**src/rtl/avalon_shift_sub_array.sv**
```systemverilog
// Per-channel R = (A << SHIFT) - B with wrap/saturate, sticky overflow and register readback.
// Result lands 2 cycles after the A/B write; readdata latency 1; no backpressure, one update per cycle.
module avalon_shift_sub_array #(
    parameter int N     = 32,
    parameter int NCH   = 4,
    parameter int SHIFT = 3
) (
    input  logic             csi_clk,
    input  logic             rsi_srst_n,
    input  logic [7:0]       avs_s0_address,
    input  logic             avs_s0_write,
    input  logic [N-1:0]     avs_s0_writedata,
    input  logic             avs_s0_read,
    output logic [N-1:0]     avs_s0_readdata,
    output logic [NCH*N-1:0] coe_R,
    output logic [NCH-1:0]   coe_valid,
    output logic [NCH-1:0]   coe_ovf
);
    localparam int CW = (NCH > 1) ? $clog2(NCH) : 1;
    localparam int W  = N + SHIFT + 1;

    logic [N-1:0]   a_q [NCH];
    logic [N-1:0]   b_q [NCH];
    logic [N-1:0]   r_q [NCH];
    logic           sat_q;
    logic [NCH-1:0] status_q, status_d;
    logic           p0_vld_q;
    logic [CW-1:0]  p0_ch_q;
    logic           s1_vld_q;
    logic [CW-1:0]  s1_ch_q;
    logic [N-1:0]   s1_r_q, s1_r_d;
    logic           s1_ovf_q, s1_ovf_d;
    logic [NCH-1:0] valid_q, valid_d;
    logic [N-1:0]   rdata_q, rdata_d;

    logic [5:0]     addr_ch;
    logic [1:0]     addr_sub;
    logic [CW-1:0]  ch_idx;
    logic           ch_ok;
    logic           wr_ab;
    logic           wr_ctrl;
    logic           wr_status;

    assign addr_ch   = avs_s0_address[7:2];
    assign addr_sub  = avs_s0_address[1:0];
    assign ch_idx    = CW'(addr_ch);
    assign ch_ok     = (int'(addr_ch) < NCH);
    assign wr_ab     = avs_s0_write && ch_ok && (addr_sub < 2'd2);
    assign wr_ctrl   = avs_s0_write && (avs_s0_address == 8'hFC);
    assign wr_status = avs_s0_write && (avs_s0_address == 8'hFD);

    // Stage 1: exact difference in W bits; the sign bit flags underflow, bits above N flag overflow.
    logic [W-1:0] e;
    logic         e_neg;
    logic         e_big;
    always_comb begin
        e        = (W'(a_q[p0_ch_q]) << SHIFT) - W'(b_q[p0_ch_q]);
        e_neg    = e[W-1];
        e_big    = !e_neg && ((e >> N) != '0);
        s1_ovf_d = e_neg || e_big;
        s1_r_d   = e[N-1:0];
        if (sat_q && e_neg) begin
            s1_r_d = '0;
        end else if (sat_q && e_big) begin
            s1_r_d = '1;
        end
    end

    logic [NCH-1:0] st_set;
    logic [NCH-1:0] st_clr;
    always_comb begin
        valid_d  = s1_vld_q ? (NCH'(1) << s1_ch_q) : '0;
        st_set   = s1_ovf_q ? valid_d : '0;
        st_clr   = wr_status ? NCH'(avs_s0_writedata) : '0;
        status_d = (status_q & ~st_clr) | st_set;
    end

    // Read mux uses pre-edge state, so a simultaneous write is not visible.
    always_comb begin
        rdata_d = rdata_q;
        if (avs_s0_read) begin
            rdata_d = '0;
            if (ch_ok) begin
                case (addr_sub)
                    2'd0:    rdata_d = a_q[ch_idx];
                    2'd1:    rdata_d = b_q[ch_idx];
                    2'd2:    rdata_d = r_q[ch_idx];
                    default: rdata_d = '0;
                endcase
            end else if (avs_s0_address == 8'hFC) begin
                rdata_d = N'(sat_q);
            end else if (avs_s0_address == 8'hFD) begin
                rdata_d = N'(status_q);
            end
        end
    end

    always_ff @(posedge csi_clk) begin
        if (!rsi_srst_n) begin
            for (int i = 0; i < NCH; i++) begin
                a_q[i] <= '0;
                b_q[i] <= '0;
                r_q[i] <= '0;
            end
            sat_q    <= 1'b0;
            status_q <= '0;
            p0_vld_q <= 1'b0;
            p0_ch_q  <= '0;
            s1_vld_q <= 1'b0;
            s1_ch_q  <= '0;
            s1_r_q   <= '0;
            s1_ovf_q <= 1'b0;
            valid_q  <= '0;
            rdata_q  <= '0;
        end else begin
            if (wr_ab) begin
                if (addr_sub == 2'd0) a_q[ch_idx] <= avs_s0_writedata;
                else                  b_q[ch_idx] <= avs_s0_writedata;
            end
            if (wr_ctrl) sat_q <= avs_s0_writedata[0];
            p0_vld_q <= wr_ab;
            p0_ch_q  <= ch_idx;
            s1_vld_q <= p0_vld_q;
            s1_ch_q  <= p0_ch_q;
            s1_r_q   <= s1_r_d;
            s1_ovf_q <= s1_ovf_d;
            if (s1_vld_q) r_q[s1_ch_q] <= s1_r_q;
            valid_q  <= valid_d;
            status_q <= status_d;
            rdata_q  <= rdata_d;
        end
    end

    for (genvar g = 0; g < NCH; g++) begin : g_out
        assign coe_R[g*N +: N] = r_q[g];
    end
    assign coe_valid       = valid_q;
    assign coe_ovf         = status_q;
    assign avs_s0_readdata = rdata_q;
endmodule

```
**config.mk**
```make
export PLATFORM = sky130hd
export DESIGN_NAME = avalon_shift_sub_array
export DESIGN_NICKNAME = d
export VERILOG_FILES = /design/src/rtl/avalon_shift_sub_array.sv
export SDC_FILE = /design/constraint.sdc
export NUM_CORES = 1
export LEC_CHECK = 0
export CAP_MARGIN = 20
export CORE_MARGIN = 2
export CORE_UTILIZATION = 40
export DETAILED_ROUTE_END_ITERATION = 6
export GPL_TIMING_DRIVEN = 0
export HOLD_SLACK_MARGIN = 0.02
export SYNTH_ARGS = -nofsm -noshare
export SYNTH_HDL_FRONTEND = slang
export SYNTH_SLANG_ARGS = --single-unit
```
**constraint.sdc**
```tcl
create_clock -name csi_clk -period 5.4 [get_ports csi_clk]
set_input_delay 0.81 -clock csi_clk [delete_from_list [all_inputs] [get_ports csi_clk]]
set_output_delay 0.81 -clock csi_clk [all_outputs]
set_load 0.02 [all_outputs]
```
### Word level (Yosys, flattened, before mapping)

Memory sizes are Yosys's and may differ from the RTL's. A register that Yosys moved wholly into a read port is not among the register bits.
Index checks and enable logic that the tools add are counted.

| storage, ports and cells | value |
|---|---|
| bits in writable memories | 384 |
| bits of input ports | 44 |
| logic and storage cells | 71 |
| register bits after elaboration | 80 |
| memories | 3 |

| operators by class | value |
|---|---|
| magnitude comparators | 2 |
| shifts and indexed selects | 1 |
| $add $sub $neg | 1 |
| reductions and logical operators | 15 |
| bitwise logic cells | 4 |
| equal/unequal tests | 4 |
| mux-type cells | 31 |

Memories:

| memory | depth | width | read ports | clocked after memory_dff | write ports | line | RTL |
|---|---|---|---|---|---|---|---|
| a_q | 4 | 32 | 2 | 1 | 4 | 22 | `logic [N-1:0] a_q [NCH];` |
| b_q | 4 | 32 | 2 | 1 | 4 | 23 | `logic [N-1:0] b_q [NCH];` |
| r_q | 4 | 32 | 5 | 0 | 4 | 24 | `logic [N-1:0] r_q [NCH];` |

Operators by type and width:

| kind | count |
|---|---|
| $mux W32 | 5 |
| $pmux W32 S3 | 1 |
| $reduce_or A32 Y1 | 3 |
| $reduce_bool A36 Y1 | 1 |
| $sub A35 B32 Y36 | 1 |
| $mux W4 | 5 |
| $eq A8 B8 Y1 const B | 2 |
| $mux W1 | 15 |
| $mux W2 | 5 |
| $logic_and A1 B1 Y1 | 7 |
| $lt A6 B3 Y1 const B | 1 |
| $and A4 B4 Y4 | 1 |
| $not A4 Y4 | 1 |
| $or A4 B4 Y4 | 1 |
| $shl A1 B2 Y4 const A | 1 |
| $eq A2 B1 Y1 const B | 1 |
| $eq A2 B2 Y1 const B | 1 |
| $logic_not A2 Y1 | 1 |
| $lt A2 B2 Y1 const B | 1 |
| $reduce_or A2 Y1 | 1 |
| $logic_not A1 Y1 | 1 |
| $logic_or A1 B1 Y1 | 1 |
| $not A1 Y1 | 1 |

### Longest topological paths before layout

Gate-level depths: netlist (run 1).

| depth | value |
|---|---|
| depth in word-level cells | 8 |
| depth in mapped cells | 15 |
| gate-level depth less buffers | 11 |

### Least setup slack after synthesis (run 1)

No wires, ideal clock.

| timing | value |
|---|---|
| path kind | input-to-reg |
| start | input port avs_s0_address[2] |
| end | memory a_q[1][0], enable pin |
| arrival | 4.341 ns |
| cell stages on the path | 6 |
| required time | 4.934 ns |
| slack | 0.593 ns |
| buffers on the path | 4 |
| path through | clkbuf_1 buf_1 buf_1 nand2b_1 clkbuf_1 o21ai_0 |

RTL lines:

| what | line | RTL |
|---|---|---|
| start: declaration | 10 | `input logic [7:0] avs_s0_address,` |
| end: declaration | 22 |  |

==> results of run 1 <==
==> sequential cells by signal, indices dropped and copies added (netlist names) <==
name	count
p0_vld_q	1
s1_ovf_q	1
b_q	128
s1_r_q	32
s1_vld_q	1
s1_ch_q	2
p0_ch_q	2
r_q	128
coe_ovf	4
avs_s0_readdata	32
a_q	128
coe_valid	4
sat_q	1
==> cells by family (layout without fill, tap and decap cells) <==
group / Yosys count / in the layout
fa+ha+maj: 30 / 30
xor+xnor: 31 / 31
simple gates: 583 / 583
flops: 464 / 464
compound gates: 219 / 219
buf+inv: 291 / 597
mux: 196 / 196
==> per-stage QoR <==
| step | cell area, um2 | std cells | util, % | setup TNS, ps |
|---|---|---|---|---|
| CTS | 27800 | 2874 | 49.3 | 0 |
| floorplan | 22900 | 1814 | - | 0 |
| detailed placement | 26300 | 2790 | 46.5 | -897 |
| finish | 27900 | 2876 | 49.3 | 0 |
| global route | 27900 | 2876 | 49.3 | 0 |
| global placement | 25900 | 2777 | 45.9 | -609780 |
==> final timing paths <==
kind / cells after the start / slack [ps] / to
max reg2reg: 14 / 210 / s1_r_q[30]$_SDFF_PP0_
max: 14 / 210 / s1_r_q[30]$_SDFF_PP0_
min reg2reg: 1 / 440 / s1_vld_q$_SDFF_PN0_
min: 1 / 440 / s1_vld_q$_SDFF_PN0_
==> report_power, final <==
| group | internal (W) | switching (W) |
|---|---|---|
| clock network | 0.00189 | 0.00140 |
| logic | 0.000536 | 0.000814 |
| registers | 0.00406 | 0.0000852 |
==> cells in the final DEF (no fill, tap or decap), types with 18 or more instances in the layout <==
cell type | Yosys | routed
nor2_1 | 276 | 276
a21oi_1 | 62 | 62
clkbuf_16 | 0 | 50
mux4_2 | 160 | 160
inv_1 | 168 | 168
and2_1 | 76 | 76
dfxtp_1 | 80 | 80
nor2b_1 | 30 | 30
ha_1 | 30 | 30
nand2_1 | 142 | 138
clkbuf_1 | 91 | 101
xnor2_1 | 18 | 18
clkdlybuf4s50_1 | 0 | 207
o22ai_1 | 34 | 34
mux2i_1 | 35 | 35
edfxtp_1 | 384 | 384
o21bai_1 | 32 | 32
buf_1 | 24 | 19
==> layout make-up <==
class	instances	area, um2
timing repair buffer	222	2350
fill	4866	28600
sequential	464	13100
clock inverter	17	170
tap	756	946
clock buffer	67	1360
inverter	169	634
multi-input combinational	1059	8760
buffer	122	510
==> Yosys cell counts (4+ instances only) <==
library cell    n
nor3_1          9
nand2b_1        6
a21o_1         11
ha_1           30
xnor2_1        18
and3_1          5
nand2_1       142
o21ai_0        20
clkbuf_1       91
nor2b_1        30
o21a_1         14
o211ai_1        5
nor4_1          5
nand3_1        14
a21oi_1        62
edfxtp_1      384
mux2i_1        35
inv_1         168
mux4_2        160
a22oi_1         4
nand4_1        12
o21bai_1       32
a211oi_1        6
xor2_1         13
nor2_1        276
buf_1          24
o22ai_1        34
and2_1         76
dfxtp_1        80
buf_2           4
==> per-layer routing <==
layer,up-vias,wire (um),track usage (%)
li1,7099,-,-
met1,8078,29800,32.7
met2,723,34800,40.1
met3,94,5350,3.58
met4,0,1660,6.53
met5,-,0,0
==> repair_timing <==
item | CTS | global route
gates resized for setup | 11 | 10
gates cloned | 0 | 0
endpoints found under the setup margin | 25 | 30
==> metrics.md, run 1 <==
| Metric | Value |
|---|---|
| Core area | `~56000 um2` |
| Share of layout cells above drive strength 1 | `a little over an eighth` |
| CP endpoint kind | `flop` |
| Starting density of the core | `approximately 40%` |
| Startpoint type of the worst setup path | `flop` |
| Synth area leaders | `edfxtp_1, mux4_2, dfxtp_1, nor2_1, inv_1` |
| Synth Flop Type | `edfxtp_1` |
| Clk slew on worst S/H paths | `about 60 ps` |
| Synthesis-to-layout area growth | `21.5%` |
| Yosys warnings | `0` |
| Max IR drop VDD | `about 0.23 mV` |
| WP data arrival | `around 5700 ps` |
| Share of the synthesized area in the top cell type | `50.3%` |
| Crit. Startpoint | `p0_ch_q[1]$_SDFF_PN0_` |
| Critical R2R Launch | `p0_ch_q[1]$_SDFF_PN0_` |
| Vias | `between 15000 and 20000` |
| Fin. max-slew vios | `0` |
| Router iterations before antenna repair | `5` |
| Hold_buf cts | `0` |
| Synth Area in XOR/XNOR | `under 10%` |
| Synth Register Bits | `464` |
| Synth cell types | `54` |
| Cell taking the most area after synthesis | `edfxtp_1` |
| Rel. slew slack | `approximately 21%` |
| Cts bufs inserted | `48` |
| Htree depth | `2` |
| Via count of the first global-routing pass | `around 16000` |
| DRT antenna net count | `0` |
| Total power | `roughly 0.009 W` |
| Post-Syn Nets | `approximately 1900` |
| Fin Hold WS | `439 ps` |
| Clock Path Buffers | `3` |
| Max Cap Viol | `0` |
| Die Ht | `roughly 240 um` |
| Die area | `around 59000 um2` |
| First-pass GRT wire length | `105000 um` |
| P_leak | `between 10 and 15 nW` |
| Initial antenna violation count | `1` |
| Gr ovfl total | `0` |
| Mux cell area share after synthesis | `between 10% and 20%` |
| CTS tree | `built` |
| Mapped Cells | `between 1500 and 2000` |
| Insertion delay to the later sink of the worst-skew pair | `about 600 ps` |
| Synthesized area | `between 20000 and 25000 um2` |
| Unrepaired setup endpoints after global routing | `false` |
| Clock root buffer | `clkbuf_16` |
| Outcome | `finished clean` |
| Post-CTS Setup Inserts | `0` |
| Fin nets | `2160` |
| Sequential share of the synthesized area | `between 50% and 60%` |
| Period minus WS final | `5190 ps` |
| Synth Area in Simple Gates | `11.3%` |
| DR iter-0 viols | `~1500` |
| Cell Pwr Density | `about 320 nW/um2` |
| Data required time at the worst endpoint | `5850 ps` |
| Post-synthesis compound-gate area fraction | `between 6 and 7%` |
| Family with the most delay on the worst path | `compound AO/OA/AOI/OAI gates` |
| Clock sinks | `~460` |
| Hold WC Path Type | `flop to flop` |
| Port Buf Inserts | `207` |
| DRC violations left | `0` |
| CP Cell Sequence | `buf_2 -> clkdlybuf4s15_2 -> clkbuf_2 -> mux4_2 -> ha_1 -> clkbuf_1 -> a21oi_1 -> o21ai_0 -> or2_2 -> a2111oi_2 -> nor4_1 -> a2111oi_1 -> xor2_1 -> o21bai_1` |
| FP Rows | `between 80 and 90` |
| Final Skew | `roughly 28 ps` |
| Worst setup path class | `flop to flop` |
| Post-synth EDFFs | `384` |
| Max Freq | `between 150 and 200 MHz` |
| GPL Wtd Cong | `roughly 0.86` |
| Worst path max stage delay | `between 500 and 600 ps` |
| DR WL/cell | `between 20 and 25 um` |
| Async SR Flop Fraction | `0%` |
| GRT Resource Usage Total | `a little under a quarter` |
| Drt total wl | `71700 um` |
| Fin crit share | `about 96%` |
| Final HPWL DP | `53300 um` |
| Post-synthesis adder-cell area fraction | `under 10%` |
| Largest family of logic cells by synthesized area | `multiplexers` |
| DP Worst Slack | `-470 ps` |
| Final setup margin | `208 ps` |
| Chip Width | `243 um` |
| Setup violators final | `0` |
| Largest net degree at the start of global routing | `33` |
| Mapped Avg Cell Area | `~13 um2` |
| Antenna Cells | `0` |
| Crit-path slowest cell | `clkdlybuf4s15_2` |
| Ports | `roughly 210` |
| Endpoints failing hold | `0` |
| Hold_sp | `p0_vld_q$_SDFF_PN0_` |
| Slew @ Worst Pin | `between 1000 and 1500 ps` |
| Crit path buf inv count | `4` |
| Vias per cell | `5.56` |
| Critical path peak fanout | `10` |
No activity file was read; power rests on OpenSTA's default activity.
==> inputs of run 2 (changes only) <==
--- a/config.mk
+++ b/config.mk
@@ -9,7 +9,6 @@
 export CORE_MARGIN = 2
 export CORE_UTILIZATION = 40
 export DETAILED_ROUTE_END_ITERATION = 6
-export GPL_TIMING_DRIVEN = 0
 export HOLD_SLACK_MARGIN = 0.02
 export SYNTH_ARGS = -nofsm -noshare
 export SYNTH_HDL_FRONTEND = slang
==> metrics.md, run 2 (synthesis results as in run 1) <==
| Metric | Value |
|---|---|
| Cts bufs inserted | `48` |
| Worst path max stage delay | `770 ps` |
| Port Buf Inserts | `211` |
| FP Rows | `87` |
| Slew @ Worst Pin | `877 ps` |
| Family with the most delay on the worst path | `compound AO/OA/AOI/OAI gates` |
| CP Cell Sequence | `buf_12 -> mux4_2 -> inv_1 -> ha_1 -> a21oi_1 -> o21ai_0 -> or2_2 -> a2111oi_1 -> nor4_1 -> a2111oi_1 -> xor2_1 -> o21bai_1` |
| Drt total wl | `68000 um` |
| Largest net degree at the start of global routing | `59` |
| Die Ht | `between 200 and 250 um` |
| Final Skew | `24.7 ps` |
| DRT antenna net count | `0` |
| Resized cells post-CTS | `0` |
| Worst setup path class | `flop to flop` |
| Cell Pwr Density | `between 300 and 400 nW/um2` |
| Vias per cell | `between 5 and 6` |
| Unrepaired setup endpoints after global routing | `false` |
| Die area | `between 50000 and 60000 um2` |
| Max Cap Viol | `0` |
| Initial antenna violation count | `1` |
| Critical R2R Launch | `p0_ch_q[0]$_SDFF_PN0_` |
| R2r setup slk | `a little under 1000 ps` |
| CTS tree | `built` |
| Share of layout cells above drive strength 1 | `14.8%` |
| P_leak | `~10 nW` |
| Startpoint type of the worst setup path | `flop` |
| Dpl cells | `about 2700` |
| WP data arrival | `between 4000 and 5000 ps` |
| Post-CTS Setup Inserts | `0` |
| Total power | `between 0.008 and 0.009 W` |
| Htree depth | `2` |
| Final HPWL DP | `between 40000 and 50000 um` |
| Period minus WS final | `4420 ps` |
| Hold WC Path Type | `flop to flop` |
| Hold path cells | `1` |
| Commonest cells after routing, fill and taps aside | `edfxtp_1, nor2_1, clkdlybuf4s50_1` |
| Largest regs | `a_q: 128 flops, b_q: 128 flops, r_q: 128 flops` |
| Starting density of the core | `slightly above 40%` |
| Vias | `15400` |
| Crit-path slowest cell | `dfxtp_4` |
| CP endpoint kind | `flop` |
| DRC violations left | `0` |
| Hold EP | `s1_vld_q$_SDFF_PN0_` |
| Crit. Startpoint | `p0_ch_q[0]$_SDFF_PN0_` |
| Insertion delay to the later sink of the worst-skew pair | `around 600 ps` |
| Clk slew on worst S/H paths | `60 ps` |
| Clock root buffer | `clkbuf_16` |
| Hold_sp | `p0_vld_q$_SDFF_PN0_` |
| Antenna Cells | `0` |
| Clock Path Buffers | `3` |
| Via count of the first global-routing pass | `around 16000` |
| Gr ovfl total | `0` |
| Fin. max-slew vios | `0` |
| Most used cell, CP | `a2111oi_1` |
| Setup violators final | `0` |
| DR iter-0 viols | `between 1000 and 1500` |
| Outcome | `finished clean` |
| Core area | `approximately 56000 um2` |
| Critical path peak fanout | `31` |
| Ports | `212` |
| DR WL/cell | `24.3 um` |
| Endpoints failing hold | `0` |
| Leading cell type in the layout, fill and taps excluded | `edfxtp_1` |
| Max IR drop VDD | `~0.21 mV` |
| Hold_buf cts | `0` |
| Synthesis-to-layout area growth | `19.9%` |
| Chip Width | `243 um` |
| Worst r2r dst | `s1_r_q[30]$_SDFF_PP0_` |
| Router iterations before antenna repair | `5` |
| Max Freq | `approximately 230 MHz` |
| Final setup TNS | `0 ps` |
| Rel. slew slack | `approximately two fifths` |
| GRT Resource Usage Total | `a little under a quarter` |
| Crit path buf inv count | `2` |
| Cells on worst reg2reg path | `12` |
| Finished Layout Cells | `~2800` |
| GPL Wtd Cong | `approximately 0.91` |
| Data required time at the worst endpoint | `just under 6000 ps` |
| Clock sinks | `464` |
| First-pass GRT wire length | `101000 um` |
| Fin nets | `between 2000 and 2500` |
| Fin crit share | `approximately four fifths` |
-- run 2: cell count changes in the layout (fill, tap and decap cells not counted), sizes merged --
cell	delta
clkdlybuf4s15	-2
buf	+4
inv	+1
clkinv	+6
clkbuf	-97
clkdlybuf4s50	+2
bufinv	+1
-- run 2: report_power, final --
part	total, W	internal (W)	switching (W)
sequential	0.00415	0.00406	0.0000985
clock	0.00328	0.00188	0.00140
combinational	0.00129	0.000523	0.000770
-- run 2: per-stage QoR --
step | area, um2 | worst slack, ps | hold slack, ps | util, %
4_1_cts | 27500 | 948 | 442 | 48.7
5_1_grt | 27500 | 701 | 467 | 48.7
3_3_place_gp | 25900 | 1070 | 422 | 45.9
2_1_floorplan | 22900 | 593 | 412 | -
3_5_place_dp | 26000 | 998 | 427 | 45.9
6_report | 27500 | 984 | 442 | 48.7
-- run 2: how the worst max path moves through the flow --
stage	depth (start not counted)	endpoint	slack [ps]
2_1_floorplan	6	a_q[1][0]$_SDFFCE_PN0P_	590
3_3_place_gp	11	s1_r_q[30]$_SDFF_PP0_	1070
3_5_place_dp	12	s1_r_q[30]$_SDFF_PP0_	1000
4_1_cts	12	s1_r_q[30]$_SDFF_PP0_	950
5_1_grt	12	s1_r_q[30]$_SDFF_PP0_	700
6_report	12	s1_r_q[30]$_SDFF_PP0_	980
-- run 2: layer usage --
layer | vias up | share of wire (%) | global-route usage [%]
met5 | - | 0 | 0
met4 | 0 | 2.0 | 5.34
met3 | 82 | 7.4 | 3.86
met2 | 632 | 47 | 37.0
met1 | 7783 | 43 | 32.1
li1 | 6942 | - | -
-- run 2: cell type report --
class	instances	area (um2)
Clock buffer	63	1300
Inverter	169	634
Multi-Input combinational cell	1059	8730
Tap cell	756	946
Clock inverter	25	230
Sequential cell	464	13100
Fill cell	4871	29000
Timing Repair Buffer	255	2510
